**src/rtl/mem_port_arbiter.sv**
```systemverilog
// Arbitrates instruction fetch (I) and load/store (D) onto one single-port memory, one access per MEM_LAT+3 cycles.
// Optional ARB_RR_EN: round-robin between contending I and D; otherwise fixed priority, D over I.
module mem_port_arbiter #(
  parameter int ADDR_W  = 32,
  parameter int DATA_W  = 32,
  parameter int MEM_LAT = 1
) (
  input  logic                clk,
  input  logic                reset,
  input  logic                halt,
  input  logic                i_req,
  input  logic [ADDR_W-1:0]   i_addr,
  output logic [DATA_W-1:0]   i_rdata,
  output logic                i_ack,
  input  logic                d_read,
  input  logic                d_write,
  input  logic [ADDR_W-1:0]   d_addr,
  input  logic [DATA_W-1:0]   d_wdata,
  input  logic [DATA_W/8-1:0] d_be,
  output logic [DATA_W-1:0]   d_rdata,
  output logic                d_ack,
  output logic                mem_en,
  output logic                mem_we,
  output logic [ADDR_W-1:0]   mem_addr,
  output logic [DATA_W-1:0]   mem_wdata,
  output logic [DATA_W/8-1:0] mem_be,
  input  logic [DATA_W-1:0]   mem_rdata,
  output logic                busy
);
  localparam int BE_W = DATA_W / 8;

  typedef enum logic [1:0] {IDLE, ISSUE, WAIT, DONE} state_t;

  state_t              r_state;
  state_t              w_next;
  logic [3:0]          r_cnt;
  logic                r_gnt_d;
  logic                r_we;
  logic [ADDR_W-1:0]   r_addr;
  logic [DATA_W-1:0]   r_wdata;
  logic [BE_W-1:0]     r_be;
  logic [DATA_W-1:0]   r_i_rdata;
  logic [DATA_W-1:0]   r_d_rdata;
  logic                w_el_d;
  logic                w_el_i;
  logic                w_pick_d;
  logic                w_grant;

  assign w_el_d  = d_read | d_write;
  assign w_el_i  = i_req & ~halt;
  assign w_grant = (r_state == IDLE) && (w_el_d || w_el_i);

`ifdef ARB_RR_EN
  // Pointer names the side that wins the next contended grant.
  logic r_rr_d_next;

  assign w_pick_d = w_el_d & (~w_el_i | r_rr_d_next);

  always_ff @(posedge clk or posedge reset) begin
    if (reset) begin
      r_rr_d_next <= 1'b1;
    end else if (w_grant && w_el_d && w_el_i) begin
      r_rr_d_next <= ~r_rr_d_next;
    end
  end
`else
  assign w_pick_d = w_el_d;
`endif

  always_ff @(posedge clk or posedge reset) begin
    if (reset) begin
      r_state <= IDLE;
    end else begin
      r_state <= w_next;
    end
  end

  always_comb begin
    w_next = r_state;
    case (r_state)
      IDLE:    if (w_el_d || w_el_i) w_next = ISSUE;
      ISSUE:   w_next = WAIT;
      WAIT:    if (r_cnt == 4'd1) w_next = DONE;
      DONE:    w_next = IDLE;
      default: w_next = IDLE;
    endcase
  end

  always_ff @(posedge clk or posedge reset) begin
    if (reset) begin
      r_cnt     <= '0;
      r_gnt_d   <= 1'b0;
      r_we      <= 1'b0;
      r_addr    <= '0;
      r_wdata   <= '0;
      r_be      <= '0;
      r_i_rdata <= '0;
      r_d_rdata <= '0;
    end else begin
      case (r_state)
        IDLE: begin
          if (w_grant) begin
            r_gnt_d <= w_pick_d;
            if (w_pick_d) begin
              // A simultaneous read+write is served as a write.
              r_addr  <= d_addr;
              r_we    <= d_write;
              r_wdata <= d_wdata;
              r_be    <= d_write ? d_be : {BE_W{1'b1}};
            end else begin
              r_addr  <= i_addr;
              r_we    <= 1'b0;
              r_wdata <= '0;
              r_be    <= {BE_W{1'b1}};
            end
          end
        end
        ISSUE: r_cnt <= 4'(MEM_LAT);
        WAIT: begin
          r_cnt <= r_cnt - 4'd1;
          if (r_cnt == 4'd1 && !r_we) begin
            if (r_gnt_d) r_d_rdata <= mem_rdata;
            else         r_i_rdata <= mem_rdata;
          end
        end
        default: ;
      endcase
    end
  end

  assign mem_en    = (r_state == ISSUE);
  assign mem_we    = (r_state == ISSUE) && r_we;
  assign mem_addr  = r_addr;
  assign mem_wdata = r_wdata;
  assign mem_be    = r_be;
  assign i_ack     = (r_state == DONE) && !r_gnt_d;
  assign d_ack     = (r_state == DONE) && r_gnt_d;
  assign busy      = (r_state != IDLE);
  assign i_rdata   = r_i_rdata;
  assign d_rdata   = r_d_rdata;

endmodule
```
**config.mk**
```make
export PLATFORM = sky130hd
export DESIGN_NAME = mem_port_arbiter
export DESIGN_NICKNAME = d
export VERILOG_FILES = /design/src/rtl/mem_port_arbiter.sv
export SDC_FILE = /design/constraint.sdc
export NUM_CORES = 1
export LEC_CHECK = 0
export ABC_AREA = 1
export BUFFER_PORTS_ARGS = -buffer_cell sky130_fd_sc_hd__buf_2
export CORE_UTILIZATION = 39
export CTS_BUF_LIST = sky130_fd_sc_hd__clkbuf_16
export DETAILED_ROUTE_END_ITERATION = 12
export GPL_TIMING_DRIVEN = 0
export PLACE_DENSITY_LB_ADDON = 0.1
export SYNTH_ARGS = -nofsm -noshare
export SYNTH_HDL_FRONTEND = slang
export SYNTH_SLANG_ARGS = --single-unit
export TNS_END_PERCENT = 1
```
**constraint.sdc**
```tcl
create_clock -name clk -period 11.2 [get_ports clk]
set_clock_uncertainty 0.05 [all_clocks]
set_input_delay 1.12 -clock clk [delete_from_list [all_inputs] [get_ports clk]]
set_output_delay 1.12 -clock clk [all_outputs]
set_load 0.02 [all_outputs]
```
==> flow_summary.toml <==
[status]
status = "finished clean"

[floorplan]
ios = 275
die_h_um = 127.7
fp.coreArea_um2 = 15310
initial_core_util_pct = 40.26
die_width_um = 127.7
std_cell_rows = 45
dieArea_um2 = 16320

[grt]
groute.usage.overall_pct = 21.83
overflow = 0
antenna_found_initial = 0
grt_first_pass_wirelength_um = 27790
grt_max_degree = 90
grt_pass1_vias = 5528

[clock_tree]
htree_num_levels = 4
cts_tree = "yes"
postCtsSetupRepairBufs = 0
cts_resized = 0
cts.sinks = 140
cts_buffers = 17
clk_pin_slew_ps = 60
ctsHoldBuffers = 0
root_buffer = "clkbuf_16"
cts.path.max_buffers = 2
clk-insertion-delay-late_ps = 410

[synth]
ys_seq_elements = 140
syn_nets = 894
synth_top_area_share_pct = 56.82
ys_warn_count = 0
yosysTopAreaCell = "dfrtp_1"
synth_most_common_cell = "nand2_1"
netlist_area_um2 = 6166
avgSynthCellArea_um2 = 8.232
synthTopCellsByCount = "nand2_1, dfrtp_1, nand4_1"
ys_async_sr_fraction_pct = 100.0
syn_inst = 749
ys_seq_area_share_pct = 56.82
synth_flop_cell = "dfrtp_1"
synth_area_leaders = "dfrtp_1, nand2_1, nand4_1, o21ai_0, buf_2"
synth-edff-count = 0
yosysUniqueCellTypes = 19

[detailed_routing]
wl_um = 17240
dr.pass1.iters = 6
drt_iter0_drc = 277
postRouteAntennaNets = 0
avgRoutedWirePerCell_um = 13.61
vias_per_cell = 4.648
drc = 0
vias = 5889

[sta]
max_freq_ghz = 0.3873
final.period_utilization_pct = 23.05
period_needed_ps = 2582
relSlewSlack_pct = 66.50
finalHoldViolCount = 0
fin_setup_tns_ps = 0
setup_ws_ps = 8618
rsz0062_at_grt = "false"
tightest_slew_ps = 502.6
finalSetupViolations = 0
slew_viol_final = 0

[power_and_ir_drop]
combPwrFrac_pct = 44.9
power_leakage_nw = 4.871
pwr-share-clk_pct = 23.0
p_per_area_nw_per_um2 = 326.6
ir_drop_mv = 0.1152
power_w = 0.002777
switchingPower_w = 0.001205
seq_power_share_pct = 32.1
p_int_w = 0.001572
p_sw_share_pct = 43.39

[min_path]
holdPathStages = 2
hp-class = "reg2reg"
hp-start = "d_rdata[3]$_DFFE_PP0P_"

[cells_and_area]
area_growth_syn_to_layout_pct = 37.91
n_antenna_cell = 0
final_layout_size_suffix_gt1_share_pct = 32.77
nets = 1188
final_area_um2 = 8503
final_core_util_pct = 55.52

[placement]
post-place-ws_ps = 8789
place_area_um2 = 7834
dp_hpwl_um = 12900
finalWeightedCongestion = 0.8146
io_buffers = 274

[critical_path]
end_kind = "primary output"
crit_fanout = 4
worstPathRequired_ps = 10030
crit_arrival_ps = 1410
crit_path_start = "r_state[0]$_DFFE_PP0P_"
crit_type = "reg2out"
rr_worst_depth = 8
worstReg2RegStart = "r_state[0]$_DFFE_PP0P_"
startpoint_type = "flop"

[job]
drv_cap = 0
## cells in the final DEF (no fill, tap or decap), types with 6 or more instances in the layout
master,count
buf_2,304
nor2_1,13
nand4_1,66
clkbuf_16,17
dfrtp_1,140
o21ai_0,41
bufinv_16,6
inv_1,16
nand2_1,405
ha_1,7
clkbuf_1,9
## per-stage QoR
step / hold slack, ps / instances
after floorplan: 424.6 / 749
final: 413.1 / 1267
after detailed placement: 403.0 / 1235
after global routing: 431.2 / 1267
after global placement: 399.1 / 1234
after CTS: 418.4 / 1267
## path summary, 6_finish.rpt
path / endpoint / slack, ps
max reg2reg: i_rdata[11]$_DFFE_PP0P_ / 9250
max in group asynchronous: r_state[1]$_DFFE_PP0P_ / 9620
max: busy / 8620
min reg2reg: d_rdata[3]$_DFFE_PP0P_ / 410
min in group asynchronous: mem_wdata[18]$_DFFE_PP0P_ / 680
min: d_rdata[3]$_DFFE_PP0P_ / 410
## state kept, by name (all words and copies together) (netlist names)
register and count:
mem_wdata 32, mem_addr 32, mem_be 4, r_gnt_d 1, r_cnt 4, i_rdata 32, d_rdata 32, r_we 1
r_state 2
## routing by layer
metal	vias to the layer above	share of wire, %	GRT usage, %
met5	-	0	0
met3	19	6.4	5.050
met4	0	1.5	6.920
li1	2991	-	-
met1	2695	44	28.36
met2	184	48	36.16
## cells by family after synthesis
kind of cell             synth area share, %
AND/OR/NAND/NOR                        33.16
flip-flops                             56.82
buffers and inverters                  5.113
adder cells (fa/ha/maj)                1.420
AO/OA/AOI/OAI                          3.490
## worst max-delay path: stages (launching register included)
cell and delay, ps:
dfrtp_1 400, inv_1 90, ha_1 250, inv_1 80
buf_2 180
## power by group through the flow
stage               Clock (W)  Combinational (W)  Sequential (W)
detailed placement          0            0.00127        0.000894
finish               0.000638            0.00125        0.000892
global route         0.000672            0.00139        0.000924
CTS                  0.000647            0.00126        0.000893
floorplan                   0           0.000521         0.00119
global placement            0            0.00125        0.000892
## cell type report
| cell class | instances | area, µm² |
|---|---|---|
| plain buffers | 48 | 251.5 |
| clock buffers | 17 | 425.4 |
| clock inverters | 15 | 244.0 |
| fillers | 1519 | 6812 |
| inverters | 17 | 68.82 |
| multi-input cells | 544 | 2347 |
| flip-flops and latches | 140 | 3503 |
| well taps | 211 | 264.0 |
| repair buffers | 275 | 1399 |
Note: power is estimated with default switching activity, not from simulation.
